==> config.mk <==
export PLATFORM = sky130hd
export DESIGN_NAME = mux_scan_n_flat
export DESIGN_NICKNAME = d
export VERILOG_FILES = /design/src/rtl/mux_scan_n_pkg.sv /design/src/rtl/mux_scan_n_if.sv /design/src/rtl/mux_scan_n_scan_prescaler.sv /design/src/rtl/mux_scan_n.sv /design/src/flat_wrapper.sv
export SDC_FILE = /design/constraint.sdc
export NUM_CORES = 1
export LEC_CHECK = 0
export CORE_ASPECT_RATIO = 2
export CORE_UTILIZATION = 35
export CTS_CLUSTER_SIZE = 12
export DETAILED_ROUTE_END_ITERATION = 10
export DONT_BUFFER_PORTS = 1
export SYNTH_ARGS = -nofsm -noshare
export SYNTH_HDL_FRONTEND = slang
export SYNTH_SLANG_ARGS = --single-unit
==> constraint.sdc <==
create_clock -name clk -period 8.4 [get_ports clk]
set_input_delay 1.68 -clock clk [delete_from_list [all_inputs] [get_ports clk]]
set_output_delay 1.68 -clock clk [all_outputs]
set_load 0.1 [all_outputs]
==> src/rtl/mux_scan_n_pkg.sv <==
// Shared definitions for the mux_scan_n selector.
//   mode_e : encoding of the mode input (manual select vs. auto scan).
package mux_scan_n_pkg;

  typedef enum logic {
    MODE_MANUAL = 1'b0,
    MODE_SCAN   = 1'b1
  } mode_e;

endpackage

==> src/rtl/mux_scan_n_if.sv <==
// Bus bundle between a data/control source and the mux_scan_n selector.
//   din     : flat channel bus, channel k = din[k*WIDTH +: WIDTH]
//   mode    : 0 manual select, 1 auto scan
//   sel     : manual channel index
//   en_mask : bit k=1 lets channel k take part in the scan
//   hold    : freeze all selector state
//   dout    : registered selected data
//   ch      : registered index of the channel driving dout
//   strobe  : one-cycle pulse in the cycle ch takes a new value
// Flow control: none. There is no valid/ready pair; every input is sampled
// on each rising clock edge where hold=0, and the outputs are valid from the
// first edge after reset onward.
interface mux_scan_n_if #(
  parameter int WIDTH    = 8,
  parameter int CHANNELS = 8,
  parameter int SELW     = 3
);
  logic [CHANNELS*WIDTH-1:0] din;
  logic                      mode;
  logic [SELW-1:0]           sel;
  logic [CHANNELS-1:0]       en_mask;
  logic                      hold;
  logic [WIDTH-1:0]          dout;
  logic [SELW-1:0]           ch;
  logic                      strobe;

  modport master (
    output din, mode, sel, en_mask, hold,
    input  dout, ch, strobe
  );

  modport slave (
    input  din, mode, sel, en_mask, hold,
    output dout, ch, strobe
  );
endinterface

==> src/rtl/mux_scan_n_scan_prescaler.sv <==
// Dwell prescaler for the auto-scan mode.
//   clk, rst_n : clock, synchronous active-low reset (count -> 0)
//   clr        : force the count back to 0 (used while not scanning)
//   hold       : freeze the count; takes priority over clr
//   tc         : one-cycle pulse on the last cycle of each SCAN_DIV-cycle dwell
module scan_prescaler #(
  parameter int SCAN_DIV = 4
) (
  input  logic clk,
  input  logic rst_n,
  input  logic clr,
  input  logic hold,
  output logic tc
);

  localparam int            CW   = (SCAN_DIV > 1) ? $clog2(SCAN_DIV) : 1;
  localparam logic [CW-1:0] LAST = CW'(SCAN_DIV - 1);

  logic [CW-1:0] cnt;

  always_ff @(posedge clk) begin
    if (!rst_n) begin
      cnt <= '0;
    end else if (hold) begin
      cnt <= cnt;
    end else if (clr || cnt == LAST) begin
      cnt <= '0;
    end else begin
      cnt <= cnt + 1'b1;
    end
  end

  // Only a cycle that actually lets the count move may end a dwell.
  assign tc = (cnt == LAST) && !hold && !clr;

endmodule

==> src/rtl/mux_scan_n.sv <==
// Registered N:1 channel selector with manual select and auto scan.
//   clk, rst_n : clock, synchronous active-low reset
//   bus        : mux_scan_n_if slave (din, mode, sel, en_mask, hold in;
//                dout, ch, strobe out)
// Every non-hold edge loads ch with the next channel and dout with that
// channel's live data, so dout follows din with one cycle of latency even
// when the channel does not change.
module mux_scan_n
  import mux_scan_n_pkg::*;
#(
  parameter int WIDTH    = 8,
  parameter int CHANNELS = 8,
  parameter int SELW     = 3,
  parameter int SCAN_DIV = 4
) (
  input logic          clk,
  input logic          rst_n,
  mux_scan_n_if.slave  bus
);

  // Channel count in SELW+1 bits so ch+offset never overflows before the wrap.
  localparam logic [SELW:0] NCH = (SELW + 1)'(CHANNELS);

  logic [SELW-1:0]  ch_q, ch_next, nxt;
  logic [WIDTH-1:0] dout_q, dout_next;
  logic             strobe_q;
  logic             scan_mode, sel_ok, found, zero_out, tc;

  assign scan_mode = (bus.mode == MODE_SCAN);
  assign sel_ok    = ({1'b0, bus.sel} < NCH);

  // Prescaler is held at 0 outside scan mode, so entering scan always
  // starts a full dwell on the current channel.
  scan_prescaler #(
    .SCAN_DIV (SCAN_DIV)
  ) u_prescaler (
    .clk   (clk),
    .rst_n (rst_n),
    .clr   (!scan_mode),
    .hold  (bus.hold),
    .tc    (tc)
  );

  // Priority rotate over en_mask: look at ch+1, ch+2, ... ch+CHANNELS
  // (mod CHANNELS). Scanning from the far end down lets the closest enabled
  // candidate win. Offset CHANNELS lands back on ch itself, so a mask with
  // only the current channel set yields nxt == ch, and found == 0 exactly
  // when the whole mask is clear.
  always_comb begin
    logic [SELW:0] cand;
    found = 1'b0;
    nxt   = ch_q;
    cand  = '0;
    for (int i = CHANNELS; i >= 1; i--) begin
      cand = {1'b0, ch_q} + (SELW + 1)'(i);
      if (cand >= NCH) begin
        cand = cand - NCH;
      end
      if (bus.en_mask[cand[SELW-1:0]]) begin
        found = 1'b1;
        nxt   = cand[SELW-1:0];
      end
    end
  end

  // Next channel and whether dout is forced to zero.
  always_comb begin
    ch_next  = ch_q;
    zero_out = 1'b0;
    if (!scan_mode) begin
      if (sel_ok) begin
        ch_next = bus.sel;
      end else begin
        zero_out = 1'b1;
      end
    end else if (!found) begin
      zero_out = 1'b1;
    end else if (tc) begin
      ch_next = nxt;
    end
  end

  // Data mux on the channel that will be current after this edge.
  always_comb begin
    dout_next = '0;
    for (int k = 0; k < CHANNELS; k++) begin
      if (!zero_out && ch_next == SELW'(k)) begin
        dout_next = bus.din[k*WIDTH +: WIDTH];
      end
    end
  end

  always_ff @(posedge clk) begin
    if (!rst_n) begin
      ch_q     <= '0;
      dout_q   <= '0;
      strobe_q <= 1'b0;
    end else if (bus.hold) begin
      strobe_q <= 1'b0;
    end else begin
      ch_q     <= ch_next;
      dout_q   <= dout_next;
      strobe_q <= (ch_next != ch_q);
    end
  end

  assign bus.dout   = dout_q;
  assign bus.ch     = ch_q;
  assign bus.strobe = strobe_q;

endmodule

==> src/flat_wrapper.sv <==
// flat-port wrapper written by rule: the top's interface ports become plain ports
module mux_scan_n_flat import mux_scan_n_pkg::*;
#(
  parameter int WIDTH    = 8,
  parameter int CHANNELS = 8,
  parameter int SELW     = 3,
  parameter int SCAN_DIV = 4
)
  (clk, rst_n, bus_din, bus_mode, bus_sel, bus_en_mask, bus_hold, bus_dout, bus_ch, bus_strobe);
  mux_scan_n_if #(.WIDTH(WIDTH), .CHANNELS(CHANNELS), .SELW(SELW)) bus_i ();
  input logic clk;
  input logic rst_n;
  input wire logic [$bits(bus_i.din)-1:0] bus_din;
  input wire logic [$bits(bus_i.mode)-1:0] bus_mode;
  input wire logic [$bits(bus_i.sel)-1:0] bus_sel;
  input wire logic [$bits(bus_i.en_mask)-1:0] bus_en_mask;
  input wire logic [$bits(bus_i.hold)-1:0] bus_hold;
  output wire logic [$bits(bus_i.dout)-1:0] bus_dout;
  output wire logic [$bits(bus_i.ch)-1:0] bus_ch;
  output wire logic [$bits(bus_i.strobe)-1:0] bus_strobe;
  assign bus_i.din = bus_din;
  assign bus_i.mode = bus_mode;
  assign bus_i.sel = bus_sel;
  assign bus_i.en_mask = bus_en_mask;
  assign bus_i.hold = bus_hold;
  assign bus_dout = bus_i.dout;
  assign bus_ch = bus_i.ch;
  assign bus_strobe = bus_i.strobe;
  mux_scan_n #(.WIDTH(WIDTH), .CHANNELS(CHANNELS), .SELW(SELW), .SCAN_DIV(SCAN_DIV)) u_core (.clk(clk), .rst_n(rst_n), .bus(bus_i));
endmodule
==> impl_results.md, run 1 <==
* Status: finished, final reports clean
* Vias per cell at 6.891
* Gpl congestion at a little under 0.9
* Post-synth top flop: dfxtp_1
* Die W at 59.89 um
* Worst Hold Class: flip-flop to flip-flop
* Initial antenna violation count at 0
* Placed instance count at 344
* Sequential area share after synthesis at about an eighth
* Largest net degree at the start of global routing at 25
* PortBufs at 0
* Yosys reg bits at 14
* First-pass iteration count of the detailed router at 4
* Cts hold-fix bufs at 0
* Final Max Slew Viols at 0
* Setup CP Type: flip-flop to flip-flop
* Worst reg2reg path startpoint: u_core.bus.ch[0]
* Synth warn at 0
* DRC viols at 0
* Yosys top cell by area: dfxtp_1
* Layout area overhead at 5.440%
* Fill cells at 676
* Most common cell in the synthesized netlist: nand2_1
* Arrival time at the worst endpoint at between 5 and 6 ns
* Max Cap Viol at 0
* Initial Utilization at 36.59%
* Critical path startpoint category: flip-flop
* Buffers and inverters on the worst path at 2
* Routed vias at 2398
* WHS Path Cells at 2
* Die area at 7054 um^2
* Starting DRT DRC Count at 131
* Final-stage net count at ~350
* Post-route ant nets at 0
* Die Ht at 117.8 um
* Site Rows at between 40 and 50
* Count of cell types in the netlist at 72
* Cell Chain, Critical Path: buf_4, inv_1, ha_1, mux2_2, mux4_2, o32ai_1, a22oi_1, a211oi_1, or3_1, nor2_1, a2111oi_0, a21oi_1
* Critical path peak fanout at 24
* TNS Setup at 0 ns
* Async set-or-reset flop fraction in the synthesized netlist at 0%
* Antenna diode instance count at 0
* Clock buffer depth at 2
* # IOs at 91
* Unrepaired setup endpoints after global routing: false
* Average cell area after synthesis at 8.562 um^2
* HPWL after DPL at 6354 um
* Setup-failing EPs final at 0
* Root Driver: clkbuf_16
* Multi-input logic area at around 2000 um^2
* Req. time, crit path at about 8.5 ns
* Top cells by count, synth: nand2_1, a21oi_1, dfxtp_1
* Slew headroom at 31.66%
* Hold Path Origin: u_core.u_prescaler.cnt[0]
* Fin crit period at 5.216 ns
* Pleak at 0.8468 nW
* Worst Skew at ~0.0062 ns
* Yosys top cell area share at 11.95%
* Cts bufs inserted at 3
* CTS tree: yes
* Drt wl/cell at 22.76 um
* Fin. Hold Viols at 0
* Final worst-path cycle share at between 60% and 70%
* Worst-path clk slew at about 0.050 ns
* First-pass GRT wire length at 12540 um
* Worst slew pin tran at 1.024 ns
* Final wirelength at around 7900 um
* RR Endpoint: u_core.bus.dout[1]
* Peak supply drop at between 0.00015 and 0.0002 V
* Fmax at 0.1917 GHz
* Layout cells sized above 1 at 17.56%
* Gate Count Post-Synth at ~270
* Crit path launch: u_core.bus.ch[0]
* Top delay family on crit path: compound AO/OA/AOI/OAI gates
* Maximum single-stage delay on the critical path at 0.88 ns
* Hold path endpoint: u_core.u_prescaler.cnt[0]
* Storage cell area at 281.5 um^2
* GRT Total Usage at 23.34%
* Critical Path Sink Type: flip-flop
* Pwr dens at around 160 nW/um^2
* Worst-case reg-to-reg path depth at 12
* Flop2flop setup slack at 3.18 ns
* CP max-delay cell: ha_1
* Htree depth at 1
* Post-Syn Nets at 356
* Num Clock Sinks at 14
* Post-CTS Setup Bufs at 0
* Number of global-route vias before repair at 2445
* Post-Syn Area at 2346 um^2
* GR Overflow Total at 0
* EDFF count, synth at 0
* Top post-synthesis cells by area: dfxtp_1, mux4_2, mux2i_1
* Post-layout instance count excluding filler cells at ~350
* Post-CTS sizing at 0
* Core area at 6412 um^2
* Clock latency on the worst-skew pair at around 0.25 ns
## worst max-delay path by stage
stage,endpoint,slack (ns),cells after the start
after floorplan,u_core.bus.dout[2],3.69,15
after global placement,u_core.bus.dout[0],3.27,12
after detailed placement,u_core.bus.dout[0],3.20,12
after CTS,u_core.bus.dout[1],3.20,12
after global routing,u_core.bus.dout[1],2.84,12
final,u_core.bus.dout[1],3.18,12
## power breakdown
| part | switching, mW | internal, mW |
|---|---|---|
| sequential | 0.0365 | 0.0725 |
| clock | 0.0291 | 0.0722 |
| combinational | 0.107 | 0.0753 |
## layer usage
metal,vias up,GRT usage [%],routed length [um]
li1,1091,-,-
met1,1164,24.08,2608
met2,116,42.15,4462
met3,27,2.857,419
met4,0,13.52,429
met5,-,0,0
## cells by family (layout without fill, tap and decap cells)
kind of cell               after synthesis  in the layout  synth area share [%]
AOI/OAI and AO/OA                      111            111                 36.59
buffers and inverters                   26             14                 5.227
DFF                                     14             14                 11.95
and+or+nand+nor                         75             75                 18.08
adders and majority gates                3              3                 1.600
xor gates and xnor gates                 8              8                 2.987
muxes                                   37             37                 23.57
## cell usage in the layout, fill, tap and decap left out, types with 7 or more instances in the layout
cell type / instances
nand2_1: 18
a21oi_1: 15
mux2i_1: 13
dfxtp_1: 13
mux4_2: 11
o21ai_0: 11
nor2_1: 11
mux2_2: 10
nand3_1: 9
nor3_1: 8
a22oi_1: 8
nand2b_1: 7
## worst min-delay path, cell delays in order, from the launching register on
cell and delay (ns):
dfxtp_1 0.32, nand2_1 0.06, a21boi_0 0.06
## final cells by class
cell class                 count  share of cell area (%)
inverter                       6                  0.9105
tap                           86                   4.350
sequential                    14                   11.38
multi-input combinational    234                   78.55
timing repair buffer           4                   1.214
clock buffer                   4                   3.591
## registers in the layout, indices dropped and copies added, names as in the netlist
signal	count
u_core.bus.ch	3
u_core.u_prescaler.cnt	2
u_core.bus.dout	8
u_core.bus.strobe	1
## per-stage QoR
stage	power, mW	worst slack (ns)	instance area (um^2)	util (%)	hold slack [ns]
after floorplan	0.2598	3.693	2346	-	0.4699
after global routing	0.4112	2.835	2474	38.58	0.5325
after CTS	0.3927	3.198	2474	38.58	0.4942
after detailed placement	0.2910	3.200	2385	37.19	0.4871
final	0.3926	3.184	2474	38.58	0.4995
after global placement	0.2898	3.267	2385	37.19	0.4867
Power figures use the tool's default switching activity.
==> run 2: changes to the inputs <==
- clock period: 8.4 -> 5.4 ns (I/O delays scaled with it)
==> impl_results.md, run 2 (synthesis gave the netlist of run 1 again) <==
* Pleak at 0.8569 nW (+1.2%)
* Status: finished, final reports clean
* Arrival time at the worst endpoint at 4.55 ns (-0.78 ns)
* PortBufs at 0 (unchanged)
* Num Clock Sinks at 14 (unchanged)
* Die area at 7054 um^2 (unchanged)
* Slew headroom at 30.67% (-0.99 points)
* Critical path startpoint category: flip-flop
* Worst-path clk slew at 0.05 ns (about the same)
* Die W at 59.89 um (unchanged)
* Critical Path Sink Type: flip-flop
* Drt wl/cell at 23.26 um (+2.2%)
* First-pass iteration count of the detailed router at 5 (+1)
* Fin crit period at 4.419 ns (-0.7961 ns)
* Starting DRT DRC Count at 122 (-6.9%)
* Total power at 618.8 uW (+58%)
* HPWL after DPL at 6593 um (+3.8%)
* Core Util, Final at 38.81% (+0.23 points)
* Cts bufs inserted at 3 (unchanged)
* Largest net degree at the start of global routing at 24 (-4.0%)
* Gpl congestion at 0.9184 (+4.4%)
* Htree depth at 1 (unchanged)
* Initial antenna violation count at 0 (unchanged)
* Top delay family on crit path: compound AO/OA/AOI/OAI gates
* Routed vias at 2428 (+1.3%)
* Fmax at 0.2263 GHz (+18%)
* Max reg flops at 8 (unchanged)
* Critical path peak fanout at 16 (-33%)
* Initial Utilization at 36.59% (unchanged)
* Layout cells sized above 1 at 18.18% (+0.62 points)
* Peak supply drop at 0.0001766 V (+14%)
* Req. time, crit path at 5.54 ns (-2.98 ns)
* GR Overflow Total at 0 (unchanged)
* Cell Chain, Critical Path: inv_1, ha_1, buf_4, mux2_2, mux4_2, o32ai_1, a22oi_1, a211oi_1, or3_1, nor3_1, a221o_1, o21a_1
* Final worst-path cycle share at 81.84% (+20 points)
* Worst Hold Class: flip-flop to flip-flop
* Die Ht at 117.8 um (unchanged)
* Layout area overhead at 6.080%
* Setup-failing EPs final at 0 (unchanged)
* Final-stage net count at 347 (+0.58%)
* Buffers and inverters on the worst path at 2 (unchanged)
* Antenna diode instance count at 0 (unchanged)
* Commonest non-fill, non-tap cell in the layout: nand2_1
* Core area at 6412 um^2 (unchanged)
* Worst Skew at 0.005283 ns (-0.0009382 ns)
* Maximum single-stage delay on the critical path at 0.55 ns (-0.33 ns)
* Storage cell area at 281.5 um^2 (unchanged)
* Pwr dens at 248.7 nW/um^2 (+57%)
* Final wirelength at 8142 um (+2.8%)
* Post-route ant nets at 0 (unchanged)
* Site Rows at 41 (unchanged)
* Setup CP Type: flip-flop to flip-flop
* CP max-delay cell: or3_1
* Cts hold-fix bufs at 0 (unchanged)
* Number of global-route vias before repair at 2517 (+2.9%)
* TNS Setup at 0 ns (unchanged)
* Post-CTS Setup Bufs at 0 (unchanged)
* Final Max Slew Viols at 0 (unchanged)
* GRT Total Usage at 23.24% (-0.098 points)
* Root Driver: clkbuf_16
* Max Cap Viol at 0 (unchanged)
* Clock buffer depth at 2 (unchanged)
* Vias per cell at 6.937 (+0.67%)
* Worst slew pin tran at 1.039 ns (+0.01488 ns)
* Fill cells at 664 (-1.8%)
* # IOs at 91 (unchanged)
* Multi-input logic area at 1943 um^2 (unchanged)
* Clock latency on the worst-skew pair at 0.25 ns (about the same)
* Post-CTS sizing at 0 (unchanged)
* Most frequent cells in the layout: nand2_1, a21oi_1, mux2i_1, dfxtp_1
* CTS tree: yes
* DRC viols at 0 (unchanged)
* Fin. Hold Viols at 0 (unchanged)
* First-pass GRT wire length at 12500 um (-0.34%)
* Unrepaired setup endpoints after global routing: false
-- run 2: area by class of cell --
| type | instances | area share (%) |
|---|---|---|
| flip-flops and latches | 14 | 11.31 |
| multi-input cells | 234 | 78.08 |
| repair buffers | 6 | 1.810 |
| well taps | 86 | 4.324 |
| inverters | 6 | 0.9050 |
| clock buffers | 4 | 3.570 |
-- run 2: metal layers --
metal	global-route usage (%)	share of wire [%]	up-vias
li1	-	-	1101
met1	22.40	32	1162
met2	44.03	57	138
met3	2.527	5.8	27
met4	12.94	5.2	0
met5	0	0	-
-- run 2: worst paths after layout --
kind / start / to / slack [ns] / cells after the start
setup / recovery: u_core.bus.ch[0] / u_core.bus.dout[6] / 0.98 / 12
hold / removal: u_core.u_prescaler.cnt[0] / u_core.u_prescaler.cnt[0] / 0.50 / 2
setup reg to reg: u_core.bus.ch[0] / u_core.bus.dout[6] / 0.98 / 12
hold reg to reg: u_core.u_prescaler.cnt[0] / u_core.u_prescaler.cnt[0] / 0.50 / 2
-- run 2: worst min-delay path, cell delays in order (launching register included) --
cell	delay (ns)
dfxtp_1	0.32
nand2_1	0.06
a21boi_0	0.06
-- run 2: per-stage QoR --
step / instance area, um^2 / worst slack [ns] / instances / hold WS (ns)
global route: 2489 / 0.6592 / 350 / 0.5447
detailed placement: 2400 / 1.054 / 346 / 0.4985
global placement: 2400 / 1.117 / 346 / 0.4871
floorplan: 2346 / 0.6934 / 274 / 0.4699
CTS: 2489 / 1.017 / 350 / 0.5062
finish: 2489 / 0.9806 / 350 / 0.4963
-- run 2: report_power, final --
group	total, mW	internal [mW]	leakage (nW)	switching (mW)
registers	0.171	0.113	0.116	0.0585
logic	0.287	0.119	0.697	0.168
clock network	0.160	0.113	0.0442	0.0477
==> run 3: changes to the inputs <==
- ABC_AREA: not set -> 1
- clock period: 5.4 -> 4.2 ns (I/O delays scaled with it)
==> impl_results.md, run 3 <==
* Proportion of power drawn by the clock network at 21.2% (-4.7 points)
* Pwr dens at 301.7 nW/um^2 (+21%)
* Req. time, crit path at 4.33 ns (-1.21 ns)
* Clock latency on the worst-skew pair at 0.24 ns (about the same)
* Core area at 5373 um^2 (-16%)
* Yosys reg bits at 14 (unchanged)
* Post-synth top flop: dfxtp_1
* Slew headroom at 32.09% (+1.4 points)
* Post-Syn Nets at 410 (+15%)
* Post-Syn Area at 1937 um^2 (-17%)
* Fmax at 0.3119 GHz (+38%)
* Starting DRT DRC Count at 78 (-36%)
* EDFF count, synth at 0 (unchanged)
* First-pass GRT wire length at 9673 um (-23%)
* Fill cells at 615 (-7.4%)
* Comb pwr share at 43.2% (-3.2 points)
* Pleak at 0.9418 nW (+9.9%)
* Vias per cell at 5.630 (-19%)
* Final wirelength at 6039 um (-26%)
* Die Ht at 107.2 um (-9.0%)
* Top post-synthesis cells by area: nand2_1, nand3_1, dfxtp_1
* # IOs at 91 (unchanged)
* Switching Fraction at 48.83% (+4.5 points)
* Peak supply drop at 0.0003351 V (+90%)
* Root Driver: clkbuf_8
* Placement Cell Area at 1943 um^2 (-19%)
* Critical Path Sink Type: flip-flop
* RR Endpoint: u_core.bus.dout[2]
* First-pass iteration count of the detailed router at 5 (unchanged)
* Most common cell in the synthesized netlist: nand2_1
* Max Cap Viol at 0 (unchanged)
* Top cells by count, synth: nand2_1, nand3_1, nor2_1
* Unrepaired setup endpoints after global routing: false
* Final Max Slew Viols at 0 (unchanged)
* Number of global-route vias before repair at 2201 (-13%)
* Status: finished, final reports clean
* Crit path capture: u_core.bus.dout[2]
* Commonest non-fill, non-tap cell in the layout: nand2_1
* Sequential area share after synthesis at 14.47% (+2.5 points)
* Most frequent cells in the layout: nand2_1, nand3_1, nor2_1, nand4_1, inv_1
* Layout cells sized above 1 at 17.79% (-0.39 points)
* Die area at 5853 um^2 (-17%)
* CTS tree: yes
* Storage cell area at 280.3 um^2 (-0.44%)
* Htree depth at 1 (unchanged)
* Fin. Hold Viols at 0 (unchanged)
* Routed vias at 2173 (-11%)
* Worst-case reg-to-reg path depth at 20 (+8)
* Average cell area after synthesis at 5.905 um^2 (-31%)
* Die W at 54.60 um (-8.8%)
* Setup-failing EPs final at 0 (unchanged)
* Worst slew pin tran at 1.017 ns (-0.02129 ns)
* Initial Utilization at 36.05% (-0.54 points)
* GR Overflow Total at 0 (unchanged)
* Register share of total power at 35.6% (+7.9 points)
* Arrival time at the worst endpoint at 3.34 ns (-1.21 ns)
* Post-CTS Setup Bufs at 0 (unchanged)
* Post-route ant nets at 0 (unchanged)
* Post-CTS sizing at 0 (unchanged)
* TNS Setup at 0 ns (unchanged)
* Drt wl/cell at 15.65 um (-33%)
* HPWL after DPL at 5177 um (-21%)
* Cts hold-fix bufs at 0 (unchanged)
* Critical path peak fanout at 28 (+12)
* Worst-path clk slew at 0.06 ns (about the same)
* Final worst-path cycle share at 76.35% (-5.5 points)
* Num Clock Sinks at 14 (unchanged)
* Async set-or-reset flop fraction in the synthesized netlist at 0% (unchanged)
* Max reg flops at 8 (unchanged)
* Post-layout instance count excluding filler cells at 386 (+10%)
* Largest net degree at the start of global routing at 29 (+21%)
* Setup CP Type: flip-flop to flip-flop
* Cts bufs inserted at 3 (unchanged)
* Crit path launch: u_core.bus.ch[0]
* Initial antenna violation count at 0 (unchanged)
* Final instance area at 1998 um^2 (-20%)
* Placed instance count at 382 (+10%)
* Final-stage net count at 409 (+18%)
* DRC viols at 0 (unchanged)
* Layout area overhead at 3.166%
* PortBufs at 0 (unchanged)
* Count of cell types in the netlist at 32 (-56%)
* Yosys top cell by area: nand2_1
* Yosys top cell area share at 19.96% (+8.0 points)
* Site Rows at 38 (-7.3%)
* Gate Count Post-Synth at 328 (+20%)
* Gpl congestion at 0.8937 (-2.7%)
* Fin crit period at 3.207 ns (-1.213 ns)
* Psw at 294.4 uW (+7.4%)
* Cell internal pwr at 308.4 uW (-11%)
* Multi-input logic area at 1439 um^2 (-26%)
* GRT Total Usage at 22.19% (-1.1 points)
* Worst Skew at 0.001497 ns (-0.003786 ns)
* Clock buffer depth at 2 (unchanged)
* Critical path startpoint category: flip-flop
* Worst reg2reg path startpoint: u_core.bus.ch[0]
* Worst Hold Class: flip-flop to flip-flop
* Flop2flop setup slack at 0.99 ns (about the same)
* Synth warn at 0 (unchanged)
* Antenna diode instance count at 0 (unchanged)
==> run 3: metal layers <==
| layer | vias up | GRT usage (%) | share of wire (%) |
|---|---|---|---|
| li1 | 1088 | - | - |
| met1 | 983 | 20.59 | 31 |
| met2 | 92 | 43.80 | 60 |
| met3 | 10 | 4.255 | 6.4 |
| met4 | 0 | 6.410 | 2.5 |
| met5 | - | 0 | 0 |
==> run 3: critical path, cell delays in order (launching register included) <==
cell	delay [ns]
dfxtp_1	0.31
inv_2	0.24
ha_1	0.37
inv_2	0.16
nand3_2	0.13
nand3_1	0.15
nand2_1	0.13
inv_2	0.08
nand3_1	0.08
nor2_2	0.10
inv_2	0.06
nand2_4	0.07
a31oi_1	0.12
nand2_4	0.17
inv_2	0.20
nand4_1	0.15
nand3_1	0.13
o21bai_1	0.20
nand4_1	0.11
nand2_1	0.08
nand2_1	0.05
==> run 3: cell type report <==
class	instances	area share, %
well taps	60	3.757
inverters	33	6.324
flip-flops and latches	14	14.03
repair buffers	3	1.127
multi-input cells	272	72.01
clock buffers	4	2.755
==> run 3: power groups by stage <==
stage,Sequential (mW),Combinational (mW),Clock [mW]
2_1_floorplan,0.226,0.207,0
3_3_place_gp,0.217,0.260,0
3_5_place_dp,0.217,0.260,0
4_1_cts,0.215,0.261,0.130
5_1_grt,0.216,0.292,0.138
6_report,0.214,0.261,0.128
==> run 3: worst min-delay path by stage <==
stage / depth (start not counted) / start / to
after floorplan: 2 / u_core.u_prescaler.cnt[1] / u_core.u_prescaler.cnt[1]
after global placement: 2 / u_core.u_prescaler.cnt[0] / u_core.u_prescaler.cnt[0]
after detailed placement: 2 / u_core.u_prescaler.cnt[0] / u_core.u_prescaler.cnt[0]
after CTS: 2 / u_core.u_prescaler.cnt[0] / u_core.u_prescaler.cnt[0]
after global routing: 2 / u_core.u_prescaler.cnt[0] / u_core.u_prescaler.cnt[0]
final: 2 / u_core.u_prescaler.cnt[0] / u_core.u_prescaler.cnt[0]
==> run 3: logic make-up after synthesis <==
| family | Yosys count | synth area share [%] |
|---|---|---|
| xor+xnor | 4 | 2.197 |
| fa+ha+maj | 3 | 1.938 |
| flops | 14 | 14.47 |
| buf+inv | 42 | 11.24 |
| compound gates | 24 | 7.429 |
| simple gates | 241 | 62.73 |
==> run 3: metrics by stage <==
step	setup WS (ns)	hold WS (ns)	total power [mW]	utilization [%]
final	0.9934	0.4759	0.6028	37.19
after global routing	0.6298	0.5114	0.6454	37.19
after CTS	0.9671	0.4771	0.6058	37.19
after detailed placement	0.9816	0.4682	0.4777	36.17
after global placement	0.9900	0.4599	0.4774	36.17
after floorplan	0.6521	0.4322	0.4330	-
